--- src/rtl/window3x3_seq.sv ---
// rtl/window3x3_seq.sv - line-buffer read sequencer producing 3x3 pixel windows
module window3x3_seq #(
    parameter int PIXEL_WIDTH = 8,
    parameter int LINE_WIDTH  = 1920,
    parameter int NUM_LINES   = 3
) (
    input  logic                          clk,
    input  logic                          rst_n,
    input  logic                          line_done,
    output logic [$clog2(NUM_LINES)-1:0]  rd_line_sel,
    output logic [$clog2(LINE_WIDTH)-1:0] rd_col_sel,
    input  logic [PIXEL_WIDTH-1:0]        rd_pixel,
    output logic [9*PIXEL_WIDTH-1:0]      win_out,
    output logic [$clog2(LINE_WIDTH)-1:0] win_col,
    output logic                          win_valid,
    input  logic                          win_ready,
    output logic                          line_release,
    output logic                          busy,
    output logic                          overflow_err
);

    localparam int PW  = PIXEL_WIDTH;
    localparam int LSW = $clog2(NUM_LINES);
    localparam int CSW = $clog2(LINE_WIDTH);
    localparam int AW  = $clog2(NUM_LINES + 1);

    typedef enum logic [1:0] {
        S_IDLE,
        S_FETCH,
        S_EMIT,
        S_RELEASE
    } state_t;

    state_t         state;
    logic [AW-1:0]  lines_avail;
    logic [LSW-1:0] top_line;
    logic [CSW-1:0] col;
    logic [1:0]     phase;
    logic [PW-1:0]  cap0;
    logic [PW-1:0]  cap1;
    // One register per window column; row r lives at [r*PW +: PW].
    logic [3*PW-1:0] win_k0;
    logic [3*PW-1:0] win_k1;
    logic [3*PW-1:0] win_k2;
    logic            emit_last;

    logic [LSW:0]     line_sum;
    logic [LSW-1:0]   fetch_line;
    logic [LSW-1:0]   top_line_next;
    logic [CSW-1:0]   col_next;
    logic             col_is_last;
    logic [3*PW-1:0]  new_col;
    logic [9*PW-1:0]  win_shift;

    // The phase offset is at most 2 and NUM_LINES >= 3, so one subtraction wraps.
    always_comb begin
        line_sum   = {1'b0, top_line} + {{(LSW - 1){1'b0}}, phase};
        fetch_line = line_sum[LSW-1:0];
        if (line_sum >= (LSW + 1)'(NUM_LINES)) begin
            fetch_line = LSW'(line_sum - (LSW + 1)'(NUM_LINES));
        end
    end

    assign rd_line_sel   = (state == S_FETCH) ? fetch_line : top_line;
    assign rd_col_sel    = col;
    assign busy          = (state != S_IDLE);
    assign top_line_next = (top_line == LSW'(NUM_LINES - 1)) ? '0 : top_line + 1'b1;
    assign col_is_last   = (col == CSW'(LINE_WIDTH - 1));
    assign col_next      = col_is_last ? '0 : col + 1'b1;
    assign new_col       = {rd_pixel, cap1, cap0};

    always_comb begin
        win_shift = '0;
        for (int r = 0; r < 3; r++) begin
            win_shift[(r*3+0)*PW +: PW] = win_k1[r*PW +: PW];
            win_shift[(r*3+1)*PW +: PW] = win_k2[r*PW +: PW];
            win_shift[(r*3+2)*PW +: PW] = new_col[r*PW +: PW];
        end
    end

    // Line credit counter: writer adds with line_done, sequencer returns with line_release.
    always_ff @(posedge clk or negedge rst_n) begin
        if (!rst_n) begin
            lines_avail  <= '0;
            overflow_err <= 1'b0;
        end else begin
            case ({line_done, line_release})
                2'b10: begin
                    if (lines_avail == AW'(NUM_LINES)) begin
                        overflow_err <= 1'b1;
                    end else begin
                        lines_avail <= lines_avail + 1'b1;
                    end
                end
                2'b01: begin
                    if (lines_avail != '0) begin
                        lines_avail <= lines_avail - 1'b1;
                    end
                end
                default: begin
                end
            endcase
        end
    end

    always_ff @(posedge clk or negedge rst_n) begin
        if (!rst_n) begin
            state        <= S_IDLE;
            top_line     <= '0;
            col          <= '0;
            phase        <= '0;
            cap0         <= '0;
            cap1         <= '0;
            win_k0       <= '0;
            win_k1       <= '0;
            win_k2       <= '0;
            emit_last    <= 1'b0;
            win_out      <= '0;
            win_col      <= '0;
            win_valid    <= 1'b0;
            line_release <= 1'b0;
        end else begin
            case (state)
                S_IDLE: begin
                    col   <= '0;
                    phase <= '0;
                    if (lines_avail >= AW'(3)) begin
                        state <= S_FETCH;
                    end
                end
                S_FETCH: begin
                    case (phase)
                        2'd0: begin
                            cap0  <= rd_pixel;
                            phase <= 2'd1;
                        end
                        2'd1: begin
                            cap1  <= rd_pixel;
                            phase <= 2'd2;
                        end
                        default: begin
                            win_k0 <= win_k1;
                            win_k1 <= win_k2;
                            win_k2 <= new_col;
                            phase  <= 2'd0;
                            col    <= col_next;
                            // First two columns of a triple only prime the shift registers.
                            if (col >= CSW'(2)) begin
                                win_out   <= win_shift;
                                win_col   <= col - 1'b1;
                                win_valid <= 1'b1;
                                emit_last <= col_is_last;
                                state     <= S_EMIT;
                            end
                        end
                    endcase
                end
                S_EMIT: begin
                    if (win_ready) begin
                        win_valid <= 1'b0;
                        if (emit_last) begin
                            line_release <= 1'b1;
                            state        <= S_RELEASE;
                        end else begin
                            state <= S_FETCH;
                        end
                    end
                end
                default: begin
                    line_release <= 1'b0;
                    top_line     <= top_line_next;
                    col          <= '0;
                    state        <= S_IDLE;
                end
            endcase
        end
    end

endmodule

--- config.mk ---
export PLATFORM = sky130hd
export DESIGN_NAME = window3x3_seq
export DESIGN_NICKNAME = d
export VERILOG_FILES = /design/src/rtl/window3x3_seq.sv
export SDC_FILE = /design/constraint.sdc
export NUM_CORES = 1
export LEC_CHECK = 0
export BUFFER_PORTS_ARGS = -buffer_cell sky130_fd_sc_hd__buf_2
export CORE_ASPECT_RATIO = 0.75
export CORE_MARGIN = 5
export CORE_UTILIZATION = 57
export DETAILED_ROUTE_END_ITERATION = 10
export PLACE_DENSITY_LB_ADDON = 0.05
export SYNTH_ARGS = -nofsm -noshare
export SYNTH_HDL_FRONTEND = slang
export SYNTH_SLANG_ARGS = --single-unit
--- constraint.sdc ---
create_clock -name clk -period 3.62 [get_ports clk]
set_input_delay 1.086 -clock clk [delete_from_list [all_inputs] [get_ports clk]]
set_output_delay 1.086 -clock clk [all_outputs]
set_load 0.02 [all_outputs]
# == Word level (Yosys, flattened, before mapping) ==
# Cells that the tools add are included.
# totals
register_bits,170
in_bits,12
out_inout_bits,100
# classes
add_sub_neg,7
order_cmp,3
eq_ne,15
mux,24
bitwise,3
reduce_logical,20
# ops
op,n
$mux W11,2
$pmux W11 S2,1
$mux W2,10
$ne A2 B2 Y1 const B,6
$pmux W2 S2,3
$add A11 B1 Y11 const B,1
$eq A11 B11 Y1 const B,1
$ge A11 B2 Y1 const B,1
$sub A11 B1 Y11 const B,1
$reduce_and A2 Y1,5
$reduce_bool A2 Y1,5
$reduce_and A3 Y1,3
$eq A2 B2 Y1 const B,4
$reduce_and A4 Y1,2
$eq A2 B1 Y1 const B,3
$pmux W2 S3,1
$mux W1,5
$add A2 B1 Y2 const B,2
$logic_not A2 Y1,2
$pmux W1 S2,2
$reduce_or A2 Y1,2
$add A2 B2 Y3,1
$ge A3 B2 Y1 const B,1
$not A1 Y1,3
5 further kinds,5

# == Depth between registers and ports, before layout ==
# Gate-level depths: netlist (run 1).
# logic_depth
word_depth,4
mapped_depth,9
depth_no_buf,9

# == Worst setup path after synthesis (run 1) ==
# Ideal clock, no wire load.
# synth_timing
kind,register -> output
startpoint,register phase[1]
endpoint,output rd_line_sel[1]
t_arrival_ns,2.145
required_ns,2.534
setup_slack_ns,0.389
stages_incl_launch_ff,10
n_path_buf,1
path_cell_list,dfrtp_1 buf_2 inv_1 fa_1 inv_1 ha_1 nor2b_1 nor2b_1 o21ai_0 o21ai_0
# synth_between
elab_chain_cells,4
word_cells_on_any_way,5
classes_between,add/sub: 2; order compare: 1; mux: 2
# synth_lines
item,line_no,text
"start, declared",38,logic [1:0] phase;
"start signal, assigned",111,phase <= '0;
"start signal, assigned",126,phase <= '0;
"start signal, assigned",135,phase <= 2'd1;
$add A2 B2 Y3 (*),57,"line_sum = {1'b0, top_line} + {{(LSW - 1){1'b0}}, phase};"
$ge A3 B2 Y1 or $sub A2 B2 Y2 (tied branches),"59, 60",
$mux W2 (*),59,if (line_sum >= (LSW + 1)'(NUM_LINES)) begin
$mux W2 (*),64,assign rd_line_sel = (state == S_FETCH) ? fetch_line : top_line;
"end, declared",10,"output logic [$clog2(NUM_LINES)-1:0] rd_line_sel,"
# Mark *: on every way between the ends. The rest lies on a longest branch, timed or not.

# == Worst setup path in the final report (run 1) ==
# layout_timing
startpoint,register phase[0]
endpoint,output rd_line_sel[0]
# The elaborated chain is that of the path after synthesis.

==> reports/metrics.csv, run 1 <==
stage,metric,value,unit
clock_network,clockBufferDepth,2,
synth,synth_area_per_cell,12.6,sq um
clock_network,h-tree-depth,4,
floorplan,fp-row-count,35,
setup_path,cp.arrival,2.51,ns
global_routing,grt-ovfl-total,0,
route,vias_per_cell,5.38,
global_routing,grt_pass1_wl,25300,um
synth,netlist_area,7290,sq um
sta,hold_violations,0,
synth,synth.yosys.warnings,0,
synth,synth_top_area_share,58.3,%
finish,nets,710,
placement,hpwl,10200,um
synth,synthArstFlopShare,100,%
global_routing,grt_pass1_vias,4825,
sta,worstMarginPinSlew,0.958,ns
floorplan,core_area,12400,sq um
floorplan,die_y,108,um
route,drt_iter0_markers,299,
clock_network,cts_sinks,170,
synth,synth-edff-count,0,
route,wl_per_cell,17.9,um
setup_path,setup.worst_path.end_class,primary output,
finish,finalNonFillerCells,870,
finish,insertedDiodeCount,0,
clock_network,cts_buffers,17,
sta,maxSlewHeadroom,35.8,%
synth,netlist_top_cells_count,"170 x dfrtp_1, 157 x nand2_1, 58 x mux2_4, 42 x mux2_2, 14 x o21ai_0",
sta,rsz0062_at_grt,yes,
finish,layout-drive-gt1-share,38.9,%
route,postRouteWirelength,15600,um
floorplan,ios,112,
clock_network,clkTransAtPathRegs,0.06,ns
global_routing,grt.total_usage,21.1,%
setup_path,crit_chain,ha_2 > inv_2 > fa_2 > inv_2 > ha_4 > nor2b_4 > buf_6 > nand3_2 > o21ai_1 > mux2_4 > buf_6,
clock_network,worstSkewPairLatency,0.42,ns
pwr,totalPowerFinal,8.59,mW
setup_path,path_class,reg -> out,
sta,timing.fmax,0.278,GHz
synth,synth_top_area_cell,dfrtp_1,
route,vias,4679,
synth,yosys-top-cells-area,"dfrtp_1 58%, mux2_4 12%, nand2_1 8.1%",
synth,synthesis.nets,599,
setup_path,slowest_delay,0.60,ns
global_routing,grt_max_degree,75,
synth,synth_seq_cells,170,
route,ant_nets,0,
setup_path,critPathMaxFanout,4,
sta,finalSetupViolCount,0,
placement,place_congestion,0.871,
sta,period_needed,3.60,ns
synth,ys_seq_area_share,58.3,%
placement,dp_cells,836,
floorplan,die_w,141,um
finish,final_util,68.9,%
setup_path,slowest_stage,fa_2,
route,drtPass1Iterations,5,
setup_path,crit_required,2.53,ns
setup_path,start_kind,flop,
clock_network,cts_tree,done,
flow_run,drv_cap,0,
pwr,power-per-cell-area,1010,nW/um^2
floorplan,start_util,58.8,%
sta,min_period_over_period,99.5,%
finish,area_growth,17.0,%
route,drc,0,
synth,synth_cells,581,
synth,ys_types,50,
placement,pre_cts_ws,0.331,ns
floorplan,die-area,15200,sq um
sta,fin_skew,0.0103,ns
min_path,hold_path_class,reg -> reg,
pwr,leakage,4.52,nW
synth,synth_most_common_cell,dfrtp_1,
clock_network,clockRootBuffer,clkbuf_16,
sta,maxSlewViolCount,0,
synth,synth_ff_type,dfrtp_1,
placement,port_buffers,111,
global_routing,antenna_found_initial,0,
pwr,ir_drop,531,uV
outcome,status,"finished, final reports clean",
sta,final.setup.tns,0,ns
sta,setup_ws,0.0194,ns
report_power, final:
group	total (mW)	internal (mW)	leakage [nW]	switching, mW
clock network	1.66	0.889	0.262	0.772
logic	3.63	1.70	2.12	1.93
registers	3.29	2.71	2.14	0.580
total	8.59	5.30	4.52	3.29
what timing repair did:
| item | in CTS | in global routing |
|---|---|---|
| pin swaps | 0 | 3 |
| resized for setup | 2 | 21 |
| buffers inserted | 0 | 3 |
| gates cloned | 0 | 0 |
| endpoints found under the setup margin | 2 | 2 |
| hold buffers | 0 | 0 |
cell usage in the layout (no fill, tap or decap), types with 3 or more instances in the layout:
master,n
dfrtp_1,169
nand2_1,157
buf_2,108
mux2_4,59
mux2_2,41
clkbuf_16,17
a21oi_1,12
o21ai_0,11
inv_1,10
nand3_1,9
buf_4,8
nor2_1,6
xnor2_1,6
clkinv_4,5
nand2b_1,4
nand3b_1,4
a21o_1,4
a31oi_1,4
inv_6,4
buf_6,4
nor3b_1,3
nor2b_1,3
and3_1,3
ha_1,3
through the flow:
step / hold slack [ns] / cell area, sq um
floorplan: 0.446 / 7290
detailed placement: 0.449 / 7910
global placement: 0.446 / 7910
CTS: 0.464 / 8450
global route: 0.483 / 8530
finish: 0.466 / 8530
layout make-up:
| cell class | instances | area (sq um) |
|---|---|---|
| fill | 918 | 3860 |
| sequential | 170 | 4260 |
| inverter | 12 | 45.0 |
| tap | 166 | 208 |
| multi-input combinational | 369 | 2800 |
| clock inverter | 14 | 115 |
| timing repair buffer | 122 | 686 |
| clock buffer | 17 | 425 |
logic make-up after synthesis:
| logic type | after synthesis | share of synthesized area [%] |
|---|---|---|
| buffers and inverters | 42 | 4.01 |
| adders and majority gates | 6 | 1.13 |
| AOI/OAI and AO/OA | 44 | 3.67 |
| and+or+nand+nor | 210 | 13.3 |
| xor gates and xnor gates | 8 | 0.961 |
| DFF | 170 | 58.3 |
| muxes | 101 | 18.6 |
final timing paths:
check	cells after the start	slack [ns]	from	to
max in group asynchronous	2	2.11	rst_n	win_out[39]
worst max-delay path	11	0.02	phase[0]	rd_line_sel[0]
worst min-delay path	1	0.47	overflow_err	overflow_err
worst max register to register	7	0.98	rd_col_sel[0]	win_col[10]
min in group asynchronous	1	0.64	rst_n	win_col[8]
worst min register to register	1	0.47	overflow_err	overflow_err
sequential cells by signal, indices dropped and copies added, names as in the netlist, 2 cells and up:
signal,flops
win_col,11
lines_avail,2
phase,2
state,2
win_k2,24
top_line,2
win_k1,24
cap0,8
win_out,72
rd_col_sel,11
cap1,8
worst max-delay path: cells and delay by family, from the launching register on:
kind / cells / cell delay (ns)
flops: 1 / 0.40
fa+ha+maj: 3 / 0.95
buf+inv: 4 / 0.32
mux: 1 / 0.17
simple gates: 2 / 0.17
compound gates: 1 / 0.09
metal layers:
metal	share of wire [%]	GRT usage [%]	vias to the layer above
li1	-	-	2181
met1	46	29.8	2347
met2	46	32.2	131
met3	6.7	6.32	20
met4	1.3	5.81	0
met5	0	0	-
Note: power is estimated with default switching activity, not from simulation.
==> run 2, diff against run 1 <==
- PLACE_DENSITY: default -> 0.8
- PLACE_DENSITY_LB_ADDON: 0.05 -> default
==> run 2 against run 1 <==
Against the previous run:
- wire length up 2.4%
- via count up 1.4%
- first-iteration DRC count up 6.0%
- maximum frequency up 2.4%
- largest cell class unchanged
==> reports/metrics.csv, run 2 (synthesis gave the netlist of run 1 again) <==
stage,metric,value,unit,change
outcome,status,"finished, final reports clean",,
floorplan,ios,112,,unchanged
sta,timing.fmax,0.284,GHz,+2.4%
finish,insertedDiodeCount,0,,unchanged
pwr,pwr-share-comb,39.9,%,-2.4 points
sta,maxSlewHeadroom,35.1,%,-0.72 points
finish,top_regs,"win_out (72), win_k1 (24), win_k2 (24)",,
route,drtPass1Iterations,4,,-1
flow_run,drv_cap,0,,unchanged
pwr,power_switching,3.27,mW,-0.34%
pwr,p_sw_share,36.9,%,-1.3 points
sta,period_needed,3.52,ns,-0.0838 ns
finish,mostFrequentLayoutCells,"169 x dfrtp_1, 157 x nand2_1, 109 x buf_2, 58 x mux2_4, 42 x mux2_2",,
sta,fin_hold_ws,0.468,ns,+0.00227 ns
global_routing,antenna_found_initial,0,,unchanged
pwr,power_frac_seq,37.3,%,-1.0 points
setup_path,cp_top_family,adder cells,,
sta,worstMarginPinSlew,0.969,ns,+0.0108 ns
setup_path,start_kind,flop,,
finish,layout_commonest_cell,dfrtp_1,,
route,vias,4746,,+1.4%
clock_network,cts_buffers,17,,unchanged
floorplan,core_area,12400,sq um,unchanged
placement,port_buffers,111,,unchanged
sta,fin_skew,0.0134,ns,+0.00317 ns
floorplan,fp-row-count,35,,unchanged
clock_network,clockBufferDepth,2,,unchanged
floorplan,die-area,15200,sq um,unchanged
floorplan,die_w,141,um,unchanged
clock_network,clkTransAtPathRegs,0.07,ns,about the same
finish,layout-drive-gt1-share,38.3,%,-0.59 points
pwr,totalPowerFinal,8.87,mW,+3.3%
finish,largest_reg_flops,72,,unchanged
pwr,leakage,4.58,nW,+1.3%
pwr,ir_drop,865,uV,+63%
sta,hold_violations,0,,unchanged
clock_network,cts_sinks,170,,unchanged
global_routing,grt_pass1_wl,26500,um,+4.9%
route,drt_iter0_markers,317,,+6.0%
finish,multi_input_area,2780,sq um,-0.67%
finish,nets,713,,+0.42%
global_routing,grt_max_degree,75,,unchanged
setup_path,cp.buffers_inverters,3,,-1
clock_network,cts_tree,done,,
route,ant_nets,0,,unchanged
finish,nFillCells,886,,-3.5%
route,wl_per_cell,18.2,um,+2.0%
pwr,power-per-cell-area,1030,nW/um^2,+2.0%
clock_network,hold_buffers,0,,unchanged
floorplan,die_y,108,um,unchanged
route,postRouteWirelength,15900,um,+2.4%
finish,area_growth,18.4,%,
route,vias_per_cell,5.44,,+1.1%
clock_network,worstSkewPairLatency,0.43,ns,about the same
setup_path,critPathMaxFanout,4,,unchanged
finish,regMostFlops,win_out,,
finish,regArea,4260,sq um,unchanged
placement,place_congestion,0.830,,-4.8%
global_routing,grt_pass1_vias,5005,,+3.7%
setup_path,slowest_stage,fa_1,,
clock_network,h-tree-depth,4,,unchanged
setup_path,crit_required,2.53,ns,about the same
pwr,clkPwrFrac,22.8,%,+3.5 points
setup_path,setup.worst_path.end_class,primary output,,
clock_network,clockRootBuffer,clkbuf_16,,
setup_path,crit_chain,ha_2 > inv_1 > fa_1 > inv_1 > ha_4 > nor2b_4 > nor2b_4 > o21ai_0 > o21ai_1 > buf_4,,
setup_path,path_class,reg -> out,,
placement,hpwl,10200,um,about the same
route,drc,0,,unchanged
pwr,intPower,5.60,mW,+5.5%
setup_path,cp.arrival,2.43,ns,-0.08 ns
sta,maxSlewViolCount,0,,unchanged
sta,finalSetupViolCount,0,,unchanged
global_routing,grt-ovfl-total,0,,unchanged
sta,min_period_over_period,97.1,%,-2.3 points
floorplan,start_util,58.8,%,unchanged
setup_path,slowest_delay,0.52,ns,-0.08 ns
global_routing,grt.total_usage,22.1,%,+1.0 points
min_path,hold_path_class,reg -> reg,,
run 2: repair_timing:
| item | 4_1_cts | 5_1_grt |
|---|---|---|
| resized for setup | 3 | 7 |
| setup buffers | 5 | 1 |
| endpoints found under the hold margin | 0 | 0 |
| pin swaps | 1 | 2 |
| setup endpoints to repair | 2 | 2 |
run 2: final cells by class:
cell class | count | share of cell area [%]
clock buffers | 18 | 5.08
clock inverters | 13 | 2.49
inverters | 12 | 0.521
multi-input cells | 369 | 32.2
flip-flops and latches | 170 | 49.3
well taps | 166 | 2.40
repair buffers | 125 | 8.04
run 2: final timing paths:
kind	startpoint	to	slack, ns	depth (start not counted)
hold reg to reg	overflow_err	overflow_err	0.47	1
hold / removal	overflow_err	overflow_err	0.47	1
setup reg to reg	rd_col_sel[0]	win_col[5]	1.19	7
min in group asynchronous	rst_n	win_col[9]	0.68	1
setup / recovery	top_line[0]	rd_line_sel[1]	0.10	10
max in group asynchronous	rst_n	win_out[36]	2.01	2
run 2: per-layer routing:
| metal | wire, um | global-route usage, % |
|---|---|---|
| met4 | 300 | 8.09 |
| met3 | 838 | 4.73 |
| met5 | 0 | 0 |
| met2 | 7350 | 34.8 |
| met1 | 7440 | 30.8 |
run 2: worst register-to-register path, cell delays in order (launching register included):
cell     delay (ns)
dfrtp_1        0.43
inv_1          0.12
ha_1           0.21
nor3_1         0.31
nand4_4        0.20
nand2_4        0.14
buf_4          0.48
mux2_2         0.43
run 2: power by group through the flow:
| stage | combinational [mW] | sequential [mW] | clock (mW) |
|---|---|---|---|
| floorplan | 1.97 | 3.69 | 0 |
| global placement | 3.22 | 3.27 | 0 |
| detailed placement | 3.34 | 3.32 | 0 |
| CTS | 3.46 | 3.30 | 2.04 |
| global route | 3.85 | 3.42 | 2.12 |
| finish | 3.54 | 3.31 | 2.02 |
run 2: stage by stage:
step	setup WS [ns]	instances	setup TNS [ns]	area, sq um	util, %
CTS	0.000534	872	0	8600	69.4
detailed placement	0.216	836	0	7910	63.8
finish	0.103	873	0	8640	69.7
floorplan	0.389	581	0	7290	-
global placement	0.428	836	0	7910	63.8
global route	-0.0491	873	-0.0606	8640	69.7
==> run 3, diff against run 2 <==
- SLEW_MARGIN: default -> 20
- clock period: 3.62 -> 3.34 ns (I/O delays scaled with it)
==> run 3 against run 2 <==
Against the previous run:
- the flow now finishes with violations (setup timing)
- power increased by 5.3%
- first-iteration DRC count is 25% lower
- clock power decreased by 7%
- critical path depth fell by 1
- final area decreased by 0.41%
- critical path type unchanged
- largest power group unchanged
==> reports/metrics.csv, run 3 (synthesis gave the netlist of run 1 again) <==
stage,metric,value,unit,change
finish,nets,717,,+0.56%
route,drt_iter0_markers,238,,-25%
global_routing,antenna_found_initial,0,,unchanged
clock_network,h-tree-depth,4,,unchanged
clock_network,clockBufferDepth,2,,unchanged
floorplan,core_area,12400,sq um,unchanged
route,vias_per_cell,5.44,,about the same
sta,rsz0062_at_grt,yes,,
min_path,hold_path_class,reg -> reg,,
clock_network,clkTransAtPathRegs,0.06,ns,about the same
clock_network,hold_buffers,0,,unchanged
global_routing,grt-ovfl-total,0,,unchanged
setup_path,cp.buffers_inverters,3,,unchanged
sta,maxSlewViolCount,0,,unchanged
setup_path,setup.worst_path.end_class,primary output,,
global_routing,grt_pass1_wl,26800,um,+1.1%
sta,maxSlewHeadroom,39.2,%,+4.1 points
setup_path,cp.arrival,2.36,ns,-0.07 ns
route,wl_per_cell,18.0,um,-1.5%
sta,worstMarginPinSlew,0.908,ns,-0.0612 ns
finish,layout-drive-gt1-share,38.8,%,+0.43 points
finish,final_area,8600,sq um,-0.41%
clock_network,clockRootBuffer,clkbuf_16,,
placement,place_congestion,0.830,,about the same
setup_path,crit_required,2.34,ns,-0.19 ns
finish,layout_commonest_cell,dfrtp_1,,
finish,nFillCells,885,,-0.11%
sta,min_period_over_period,101,%,
clock_network,worstSkewPairLatency,0.41,ns,-0.02 ns
route,wl_met3,1120,um,+33%
sta,hold_violations,0,,unchanged
setup_path,critPathMaxFanout,4,,unchanged
route,ant_nets,0,,unchanged
outcome,failed_checks,setup timing,,
clock_network,cts_buffers,17,,unchanged
route,top_layer_used,met4,,
floorplan,fp-row-count,35,,unchanged
floorplan,die_y,108,um,unchanged
sta,timing.fmax,0.298,GHz,
setup_path,cp_common_cell,ha_2,,
placement,port_buffers,111,,unchanged
pwr,power_switching,3.55,mW,+8.3%
pwr,intPower,5.79,mW,+3.5%
setup_path,cp_top_family,adder cells,,
global_routing,grt_max_degree,58,,-23%
setup_path,start_kind,flop,,
setup_path,slowest_delay,0.50,ns,-0.02 ns
floorplan,ios,112,,unchanged
sta,fin_hold_ws,0.463,ns,-0.00544 ns
finish,area_growth,18.0,%,
floorplan,die-area,15200,sq um,unchanged
floorplan,start_util,58.8,%,unchanged
clock_network,cts_sinks,170,,unchanged
finish,final_util,69.4,%,-0.28 points
global_routing,grt_pass1_vias,5041,,+0.72%
setup_path,slowest_stage,fa_1,,
finish,mostFrequentLayoutCells,"170 x dfrtp_1, 157 x nand2_1, 108 x buf_2, 59 x mux2_4, 41 x mux2_2",,
pwr,ir_drop,922,uV,+6.5%
setup_path,path_class,reg -> out,,
finish,regMostFlops,win_out,,
route,drtPass1Iterations,4,,unchanged
placement,pre_cts_ws,0.223,ns,+0.00683 ns
pwr,clkPwrFrac,20.2,%,-2.6 points
pwr,power_frac_seq,38.3,%,+1.0 points
flow_run,drv_cap,0,,unchanged
sta,finalSetupViolCount,2,,+2
route,drc,0,,unchanged
pwr,power-per-cell-area,1090,nW/um^2,+5.7%
outcome,status,"complete, but fails checks",,
finish,insertedDiodeCount,0,,unchanged
placement,placed_cell_area,7950,sq um,+0.60%
sta,setup_ws,-0.0202,ns,-0.123 ns
floorplan,die_w,141,um,unchanged
route,vias,4772,,+0.55%
finish,top_regs,"win_out (72), win_k1 (24), win_k2 (24)",,
sta,final.setup.tns,-0.0224,ns,-0.0224 ns
route,postRouteWirelength,15800,um,-0.95%
pwr,leakage,4.57,nW,-0.18%
route,m1WireLength,7140,um,-4.1%
sta,period_needed,3.36,ns,
pwr,pwr-share-comb,41.5,%,+1.6 points
route,met2_length,7410,um,+0.78%
setup_path,crit_chain,ha_2 > inv_2 > fa_1 > inv_1 > ha_2 > nor2b_4 > o21ai_1 > mux2_4 > buf_6,,
clock_network,cts_tree,done,,
finish,largest_reg_flops,72,,unchanged
placement,hpwl,10500,um,+2.8%
global_routing,grt.total_usage,22.3,%,+0.14 points
pwr,p_sw_share,38.0,%,+1.1 points
sta,fin_skew,0.0111,ns,-0.00232 ns
-- run 3: cell types whose count changed in the layout (fill, tap and decap cells not counted), sizes merged --
cell | previous run | this run
buf | 125 | 129
bufinv | 5 | 1
inv | 15 | 19
clkinvlp | 1 | 3
clkbuf | 18 | 17
-- run 3: worst paths after layout --
| kind | start | endpoint | slack [ns] | cells past startpoint |
|---|---|---|---|---|
| worst max-delay path | top_line[0] | rd_line_sel[0] | -0.02 | 9 |
| worst min-delay path | overflow_err | overflow_err | 0.46 | 1 |
| worst max register to register | rd_col_sel[0] | win_col[4] | 0.87 | 7 |
| worst min register to register | overflow_err | overflow_err | 0.46 | 1 |
| max in group asynchronous | rst_n | win_k2[20] | 2.09 | 2 |
| min in group asynchronous | rst_n | win_col[9] | 0.55 | 1 |
-- run 3: cell type report --
cell class	count	area, sq um	area share, %
Sequential cell	170	4250	49.4
Multi-Input combinational cell	369	2780	32.3
Timing Repair Buffer	129	756	8.78
Clock buffer	17	425	4.94
Tap cell	166	208	2.41
Clock inverter	15	140	1.63
Inverter	12	45.0	0.524
-- run 3: stage by stage --
step	total power, mW	instances
6_report	9.34	878
5_1_grt	9.94	878
4_1_cts	9.34	874
3_5_place_dp	7.25	839
3_3_place_gp	7.07	839
2_1_floorplan	6.13	581
-- run 3: worst register-to-register path, cell delays in order (launching register included) --
cell and delay (ns):
dfrtp_1 0.42, inv_1 0.12, ha_1 0.21, nor3_1 0.30, nand4_4 0.21, nand2_4 0.39
buf_12 0.30, mux2_2 0.40
-- run 3: repair_timing --
| action | CTS | global route |
|---|---|---|
| gates cloned | 0 | 0 |
| setup endpoints to repair | 2 | 2 |
| buffers inserted | 3 | 4 |
| gates resized for setup | 12 | 2 |
| pin swaps | 4 | 2 |
-- run 3: power by group through the flow --
stage / Sequential, mW / Combinational [mW] / Clock (mW)
floorplan: 3.99 / 2.14 / 0
global placement: 3.54 / 3.53 / 0
detailed placement: 3.61 / 3.65 / 0
CTS: 3.58 / 3.85 / 1.91
global route: 3.71 / 4.23 / 2.00
finish: 3.58 / 3.88 / 1.88
-- run 3: routing by layer --
layer  GRT usage (%)  vias up
met5               0        -
met4            6.02        0
met3            6.23        9
met2            34.9      142
met1            31.0     2415
li1                -     2206
